[config.mk]
export PLATFORM = sky130hd
export DESIGN_NAME = mac_act_bank
export DESIGN_NICKNAME = d
export VERILOG_FILES = /design/src/rtl/mac_act_bank.sv
export SDC_FILE = /design/constraint.sdc
export NUM_CORES = 1
export LEC_CHECK = 0
export ABC_AREA = 1
export CAP_MARGIN = 15
export CORE_ASPECT_RATIO = 1.75
export CORE_MARGIN = 10
export CORE_UTILIZATION = 53
export CTS_CLUSTER_SIZE = 10
export DETAILED_ROUTE_END_ITERATION = 6
export GPL_ROUTABILITY_DRIVEN = 0
export PLACE_DENSITY = 0.71
export SETUP_SLACK_MARGIN = 0.05
export SLEW_MARGIN = 20
export SYNTH_ARGS = -nofsm -noshare
export SYNTH_HDL_FRONTEND = slang
export SYNTH_SLANG_ARGS = --single-unit
export TNS_END_PERCENT = 50
[constraint.sdc]
create_clock -name clk -period 7.4 [get_ports clk]
set_clock_uncertainty 0.1 [all_clocks]
set_input_delay 2.22 -clock clk [delete_from_list [all_inputs] [get_ports clk]]
set_output_delay 2.22 -clock clk [all_outputs]
set_load 0.01 [all_outputs]
[src/rtl/mac_act_bank.sv]
// Two-stage signed multiply-accumulate with saturation, followed by requantisation
// into an N-entry activation bank written by a one-hot enable from the controller.
module mac_act_bank #(
    parameter int unsigned DW    = 8,
    parameter int unsigned ACCW  = 24,
    parameter int unsigned N     = 64,
    parameter int unsigned SHIFT = 6,
    localparam int unsigned AW   = (N > 1) ? $clog2(N) : 1
) (
    input  logic                   clk,
    input  logic                   rst,
    input  logic                   mac_clr,
    input  logic                   in_valid,
    input  logic signed [DW-1:0]   act_in,
    input  logic signed [DW-1:0]   w_in,
    input  logic                   relu_en,
    input  logic        [N-1:0]    we,
    input  logic        [AW-1:0]   rd_addr,
    output logic signed [DW-1:0]   rd_data,
    output logic signed [ACCW-1:0] acc_out,
    output logic                   ovf,
    output logic                   we_err
);

    localparam int unsigned PW = 2 * DW;

    localparam logic signed [ACCW-1:0] AccMax = {1'b0, {(ACCW - 1){1'b1}}};
    localparam logic signed [ACCW-1:0] AccMin = {1'b1, {(ACCW - 1){1'b0}}};
    localparam logic signed [ACCW-1:0] QMax   = ACCW'((2 ** (DW - 1)) - 1);
    localparam logic signed [ACCW-1:0] QMin   = -QMax - ACCW'(1);

    // ------------------------------------------------------------------
    // Stage 1: product register
    // ------------------------------------------------------------------
    logic signed [PW-1:0] prod_q, prod_d;
    logic                 p_vld_q, p_vld_d;

    always_comb begin
        prod_d  = PW'(act_in) * PW'(w_in);
        p_vld_d = in_valid;
        if (mac_clr) begin
            prod_d  = '0;
            p_vld_d = 1'b0;
        end
    end

    always_ff @(posedge clk) begin
        if (rst) begin
            prod_q  <= '0;
            p_vld_q <= 1'b0;
        end else begin
            prod_q  <= prod_d;
            p_vld_q <= p_vld_d;
        end
    end

    // ------------------------------------------------------------------
    // Stage 2: saturating accumulator
    // ------------------------------------------------------------------
    logic signed [ACCW-1:0] acc_q, acc_d;
    logic signed [ACCW:0]   sum;
    logic                   sat;
    logic                   ovf_q, ovf_d;

    // One guard bit: overflow shows up as disagreement between the top two bits.
    assign sum = (ACCW + 1)'(acc_q) + (ACCW + 1)'(prod_q);
    assign sat = p_vld_q && (sum[ACCW] != sum[ACCW-1]);

    always_comb begin
        acc_d = acc_q;
        ovf_d = ovf_q;
        if (mac_clr) begin
            acc_d = '0;
        end else if (p_vld_q) begin
            if (sat) begin
                acc_d = sum[ACCW] ? AccMin : AccMax;
                ovf_d = 1'b1;
            end else begin
                acc_d = sum[ACCW-1:0];
            end
        end
    end

    always_ff @(posedge clk) begin
        if (rst) begin
            acc_q <= '0;
            ovf_q <= 1'b0;
        end else begin
            acc_q <= acc_d;
            ovf_q <= ovf_d;
        end
    end

    assign acc_out = acc_q;
    assign ovf     = ovf_q;

    // ------------------------------------------------------------------
    // Requantisation of the current accumulator
    // ------------------------------------------------------------------
    logic signed [ACCW-1:0] shifted;
    logic signed [ACCW-1:0] q_wide;
    logic signed [DW-1:0]   q;

    always_comb begin
        shifted = acc_q >>> SHIFT;
        q_wide  = shifted;
        if (relu_en && shifted < 0) begin
            q_wide = '0;
        end else if (shifted > QMax) begin
            q_wide = QMax;
        end else if (shifted < QMin) begin
            q_wide = QMin;
        end
        q = q_wide[DW-1:0];
    end

    // ------------------------------------------------------------------
    // Activation bank
    // ------------------------------------------------------------------
    logic signed [DW-1:0] bank_q [N];
    logic                 we_any;
    logic                 we_multi;
    logic                 we_one;
    logic                 we_err_q, we_err_d;

    // we & (we - 1) clears the lowest set bit; anything left means two or more.
    assign we_any   = |we;
    assign we_multi = |(we & (we - N'(1)));
    assign we_one   = we_any && !we_multi;

    always_comb begin
        we_err_d = we_err_q | we_multi;
    end

    always_ff @(posedge clk) begin
        if (rst) begin
            we_err_q <= 1'b0;
        end else begin
            we_err_q <= we_err_d;
        end
    end

    always_ff @(posedge clk) begin
        for (int i = 0; i < int'(N); i++) begin
            if (rst) begin
                bank_q[i] <= '0;
            end else if (we_one && we[i]) begin
                bank_q[i] <= q;
            end
        end
    end

    assign we_err  = we_err_q;
    assign rd_data = (32'(rd_addr) < N) ? bank_q[rd_addr] : '0;

endmodule

==> flow_summary.toml, run 1 <==
[sta]
fin_crit_sh_pct = 97.7
setup_violations = 0
fin_crit_ps = 7230
worst_slack_ps = 171
hold_viol_final = 0
drv_slew = 0
rsz0062_at_grt = "no"
tns_ps = 0
relSlewSlack_pct = 23.0
fmax_ghz = 0.138
tightest_slew_ps = 1150

[worst_hold_path]
hold_depth = 2
hp-class = "reg2reg"
hold_end = "we_err"
hp-start = "we_err"

[yosys]
synth_ff_type = "edfxtp_1"
synth_area_per_cell_um2 = 8.91
synthCells = 3499
syn_area_um2 = 31200
yosys_warnings = 0
ys_ff_latch = 555
synth_edf_count = 512
syn_nets = 3699
async_flop_share_pct = 0
synthDistinctLibCells = 47
seq_area_frac_synth_pct = 52.1

[power_and_ir_drop]
ir_drop_uv = 213
p_per_area_nw_per_um2 = 234
leakage_uw = 0.0127

[critical_path]
r2r_end = "acc_out[22]"
worstReg2RegStart = "acc_out[0]"
cp_top_family = "buffers and inverters"
worst-path-buf-inv = 3
critical_path_class = "in2out"
reg2reg_slack_ps = 3830
rr_worst_depth = 20
crit_path_max_incr_delay_ps = 870
cp.required_ps = 5080
arrival_ps = 4910
crit_chain = "clkdlybuf4s50_1 > inv_1 > o311ai_0 > o211ai_1 > nand2_1 > clkdlybuf4s50_1"
crit_path_start_kind = "input pin"
crit_fanout = 13
crit_top_cell = "clkdlybuf4s50_1"
cp_slowest_cell = "clkdlybuf4s50_1"
endpoint_kind = "primary output"

[placement]
io_buffers = 124
place_hpwl_um = 73400
pre_cts_ws_ps = 205

[run_status]
status = "completed"

[clocking]
cts_inserted_buffers = 61
cts_tree = "built"
path_clk_slew_ps = 60
cts_num_sinks = 555
htree_levels = 2
clk-insertion-delay-late_ps = 630
cts-resized-gates = 0
cts-hold-fix-buffers = 0
post_cts_buffers = 0
clk_path_buf_depth = 3
clockRootBuffer = "clkbuf_16"

[routing]
wl_per_cell_um = 24.0
drt_iter0_drc = 2904
drc = 0
postRouteAntennaNets = 0
drt_wl_total_um = 104000
viasPerCell = 6.02
vias = 26100
drt_first_pass_iters = 7

[grt]
grt.met2_usage_pct = 53.2
use_met1_pct = 30.7
grt-busiest-layer = "met2"
grt_pass1_wl_um = 155000
grtUsageTotal_pct = 29.5
grt.overflow.total = 0
grtUsageMet3_pct = 5.64
antenna_found_initial = 1
grt_max_degree = 112
grt_pass1_vias = 25800

[floorplanning]
start_util_pct = 53.5
die_w_um = 203
core_area_um2 = 58300
rows = 117
die_h_um = 341
die_area_um2 = 69300
ioPinCount = 125

[final_layout]
area_growth_pct = 12.1
drive_above_1_share_pct = 7.52
mostFrequentLayoutCell = "nor2_1"
post-route-util_pct = 60.0
layout_common_cells = "nor2_1, edfxtp_1, nand2_1"
fillers = 5144
nets = 3740

[run]
max_cap_viol_count = 0
-- sequential cells by signal, indices dropped and copies added, names as in the netlist --
| register | cells |
|---|---|
| bank_q | 512 |
| acc_out | 24 |
| prod_q | 16 |
| ovf | 1 |
| p_vld_q | 1 |
| we_err | 1 |
-- report_power, final --
part | total (uW) | internal [uW] | switching, uW
Clock | 2700 | 1490 | 1210
Combinational | 1820 | 540 | 1280
Sequential | 3660 | 3580 | 73.9
Total | 8180 | 5610 | 2570
-- worst max-delay path by stage --
stage / start / slack [ps] / depth (start not counted) / end
after global routing: rd_addr[1] / 140 / 11 / rd_data[6]
after detailed placement: w_in[2] / 200 / 18 / prod_q[15]
after floorplan: act_in[0] / 1070 / 21 / prod_q[14]
after CTS: rd_addr[4] / 260 / 6 / rd_data[2]
after global placement: rd_addr[4] / 260 / 6 / rd_data[2]
final: rd_addr[4] / 170 / 6 / rd_data[2]
-- cell type report --
| class | instances | area (um2) | area share (%) |
|---|---|---|---|
| flip-flops and latches | 555 | 16200 | 46.5 |
| multi-input cells | 2470 | 13200 | 37.7 |
| repair buffers | 199 | 1950 | 5.57 |
| clock buffers | 83 | 1610 | 4.60 |
| well taps | 773 | 967 | 2.77 |
| inverters | 253 | 961 | 2.75 |
| clock inverters | 4 | 42.5 | 0.122 |
| diodes | 2 | 5.00 | 0.0143 |
-- worst register-to-register path: stages (launching register included) --
cell	delay, ps
dfxtp_1	360
ha_1	190
inv_1	60
fa_1	390
inv_1	120
nand3_1	70
nand2_1	180
nand2_1	70
nand2_1	170
inv_1	80
nor2_1	80
nor2_1	90
inv_1	90
nand2_1	50
nand3_1	80
nand2_1	60
nand2_1	90
nand3_1	720
nand3_1	340
nand2_1	70
inv_1	60
-- layer usage --
metal / up-vias / share of wire (%)
met5: - / 0.013
met4: 2 / 7.0
met3: 371 / 9.0
met2: 1409 / 52
met1: 12400 / 32
li1: 11900 / -
-- metrics by stage --
step / hold slack (ps) / instance area, um2 / total power, uW / cells
after detailed placement: 350 / 33300 / 5500 / 4250
after global routing: 391 / 34900 / 8470 / 4337
after floorplan: 368 / 31200 / 4780 / 3499
after global placement: 339 / 33300 / 5480 / 4250
final: 359 / 35000 / 8180 / 4339
after CTS: 361 / 34900 / 8150 / 4337
-- cell usage after synthesis (4+ instances only) --
cell | number | area share (%)
nand2_1 | 434 | 5.2
o211ai_1 | 11 | 0.26
o21ai_1 | 8 | 0.13
fa_1 | 56 | 3.6
ha_1 | 53 | 2.1
o21a_1 | 4 | 0.096
xor2_1 | 14 | 0.39
nand4_4 | 40 | 2.7
a31oi_1 | 5 | 0.10
clkbuf_1 | 194 | 2.3
nor2_1 | 1001 | 12
a21oi_1 | 42 | 0.67
nor2_2 | 62 | 1.2
o21ai_0 | 366 | 5.9
buf_4 | 4 | 0.096
inv_1 | 251 | 3.0
buf_2 | 11 | 0.18
nand3_1 | 126 | 2.0
edfxtp_1 | 512 | 49
o221ai_1 | 18 | 0.51
nand2_2 | 4 | 0.080
o21bai_1 | 7 | 0.17
a21o_1 | 6 | 0.14
nor3_1 | 8 | 0.13
o22ai_1 | 138 | 2.8
buf_1 | 7 | 0.084
nand4_1 | 29 | 0.58
xnor2_1 | 14 | 0.39
dfxtp_1 | 43 | 2.8
-- logic make-up (layout without fill, tap and decap cells) --
group | count (synthesis) | in the layout | share of synthesized area, %
xor gates and xnor gates | 28 | 28 | 0.786
DFF | 555 | 555 | 52.1
buffers and inverters | 474 | 539 | 6.01
AOI/OAI and AO/OA | 620 | 620 | 11.1
and+or+nand+nor | 1713 | 1713 | 24.3
other | 0 | 2 | 0
adders and majority gates | 109 | 109 | 5.72
(Power assumes the default switching activity.)
==> inputs of run 2 (changes only) <==
CORE_UTILIZATION = 40   (was 53)
PLACE_DENSITY = not set   (was 0.71)
==> run 2 against run 1 <==
Effect of this change: sequential share of layout area shrank 0.91 points; clock-buffer cell count is the same; worst hold slack is essentially flat; non-clock buffer count grew 21; flip-flop and latch count is the same; register-to-register slack lost 130 ps.
==> flow_summary.toml, run 2 (synthesis results as in run 1) <==
[floorplanning]
ioPinCount = 125
die_area_um2 = 90000
rows = 135
die_w_um = 231
core_area_um2 = 77400
start_util_pct = 40.3
die_h_um = 389

[critical_path]
crit_fanout = 70
rr_worst_depth = 16
path_depth = 11
crit_start = "rd_addr[0]"
reg2reg_slack_ps = 3700
cp_slowest_cell = "clkdlybuf4s50_1"
cp.required_ps = 5080
worstReg2RegStart = "acc_out[3]"
cp_top_family = "buffers and inverters"
crit_chain = "buf_6 > buf_12 > buf_4 > nor2_1 > o22ai_1 > nor2_1 > o311ai_1 > buf_4 > o211ai_1 > nand2_1 > clkdlybuf4s50_1"
r2r_end = "acc_out[15]"
endpoint_kind = "primary output"
worst-path-buf-inv = 5
arrival_ps = 4860
critical_path_class = "in2out"
crit_path_max_incr_delay_ps = 560
critPathCapture = "rd_data[2]"
crit_path_start_kind = "input pin"

[sta]
fin_crit_sh_pct = 97.0
fmax_ghz = 0.139
rsz0062_at_grt = "no"
drv_slew = 0
tightest_slew_ps = 1150
relSlewSlack_pct = 23.6
fin_crit_ps = 7180
setup_violations = 0
holdWs_ps = 359
hold_viol_final = 0
tns_ps = 0

[clocking]
clk_path_buf_depth = 3
path_clk_slew_ps = 50
htree_levels = 3
cts_num_sinks = 555
clockRootBuffer = "clkbuf_16"
clk-insertion-delay-late_ps = 620
cts_tree = "built"
cts-hold-fix-buffers = 0
cts_inserted_buffers = 66

[routing]
drt_iter0_drc = 1983
drc = 0
drt_first_pass_iters = 6
wl_per_cell_um = 23.2
postRouteAntennaNets = 0
viasPerCell = 5.57
vias = 25700
drt_wl_total_um = 107000

[power_and_ir_drop]
p_clk_share_pct = 34.8
p_seq_share_pct = 43.8
ir_drop_uv = 155
swShare_pct = 31.3
combPwrFrac_pct = 21.4
p_switching_uw = 2630
p_per_area_nw_per_um2 = 235
power_uw = 8380
leakage_uw = 0.0129
internal-power_uw = 5760

[grt]
antenna_found_initial = 3
grt.overflow.total = 0
grt_pass1_wl_um = 159000
grtUsageTotal_pct = 23.4
grt_pass1_vias = 25700
grt_max_degree = 90

[placement]
place_hpwl_um = 75900
io_buffers = 124
dp_cells = 4525

[final_layout]
layout_common_cells = "nor2_1, edfxtp_1, nand2_1"
drive_above_1_share_pct = 8.33
largest_reg_flops = 512
regMostFlops = "bank_q"
post-route-util_pct = 46.1
instances_no_fill = 4618
area_growth_pct = 14.3
nets = 3766
mostFrequentLayoutCell = "nor2_1"

[run_status]
status = "completed"

[worst_hold_path]
hp-class = "reg2reg"

[run]
max_cap_viol_count = 0
-- run 2: timing repair --
| action | in CTS | in global routing |
|---|---|---|
| setup endpoints to repair | 1 | 0 |
| resized for setup | 1 | 0 |
| setup buffers | 0 | 0 |
-- run 2: worst min-delay path by stage --
stage / start / to / slack (ps) / cells past startpoint
after detailed placement: ovf / ovf / 350 / 2
after CTS: we_err / we_err / 360 / 2
after global placement: we_err / we_err / 340 / 2
after global routing: we_err / we_err / 390 / 2
final: we_err / we_err / 360 / 2
after floorplan: we_err / we_err / 370 / 2
-- run 2: tightest hold or removal path: stages, from the launching register on --
cell and delay, ps:
dfxtp_1 310, inv_1 50, a21oi_1 60
-- run 2: layout make-up --
type | instances | area, um2
Fill cell | 7664 | 41700
Sequential cell | 555 | 16200
Multi-Input combinational cell | 2470 | 13200
Timing Repair Buffer | 220 | 2170
Clock buffer | 83 | 1740
Tap cell | 1027 | 1280
Inverter | 253 | 960
Clock inverter | 9 | 81.3
Antenna cell | 1 | 2.50
-- run 2: metal layers --
metal  global-route usage, %  wire length (um)  share of wire (%)  vias to the layer above
met2                    42.0             55300                 52                     1076
met4                    15.9              7660                7.2                        2
li1                        -                 -                  -                    11900
met1                    24.2             36800                 34                    12400
met3                    4.59              7350                6.9                      307
met5                       0                10             0.0093                        -
-- run 2: stage by stage --
stage	area, um2	setup WS, ps
2_1_floorplan	31200	1070
3_3_place_gp	33800	46.3
3_5_place_dp	33800	41.6
4_1_cts	35600	260
5_1_grt	35600	135
6_report	35600	220
-- run 2: power by group through the flow --
stage          clock [uW]  sequential (uW)  combinational [uW]
2_1_floorplan           0             3680                1100
3_3_place_gp            0             3730                1770
3_5_place_dp            0             3730                1790
4_1_cts              2950             3670                1790
5_1_grt              3070             3680                1970
6_report             2920             3670                1800
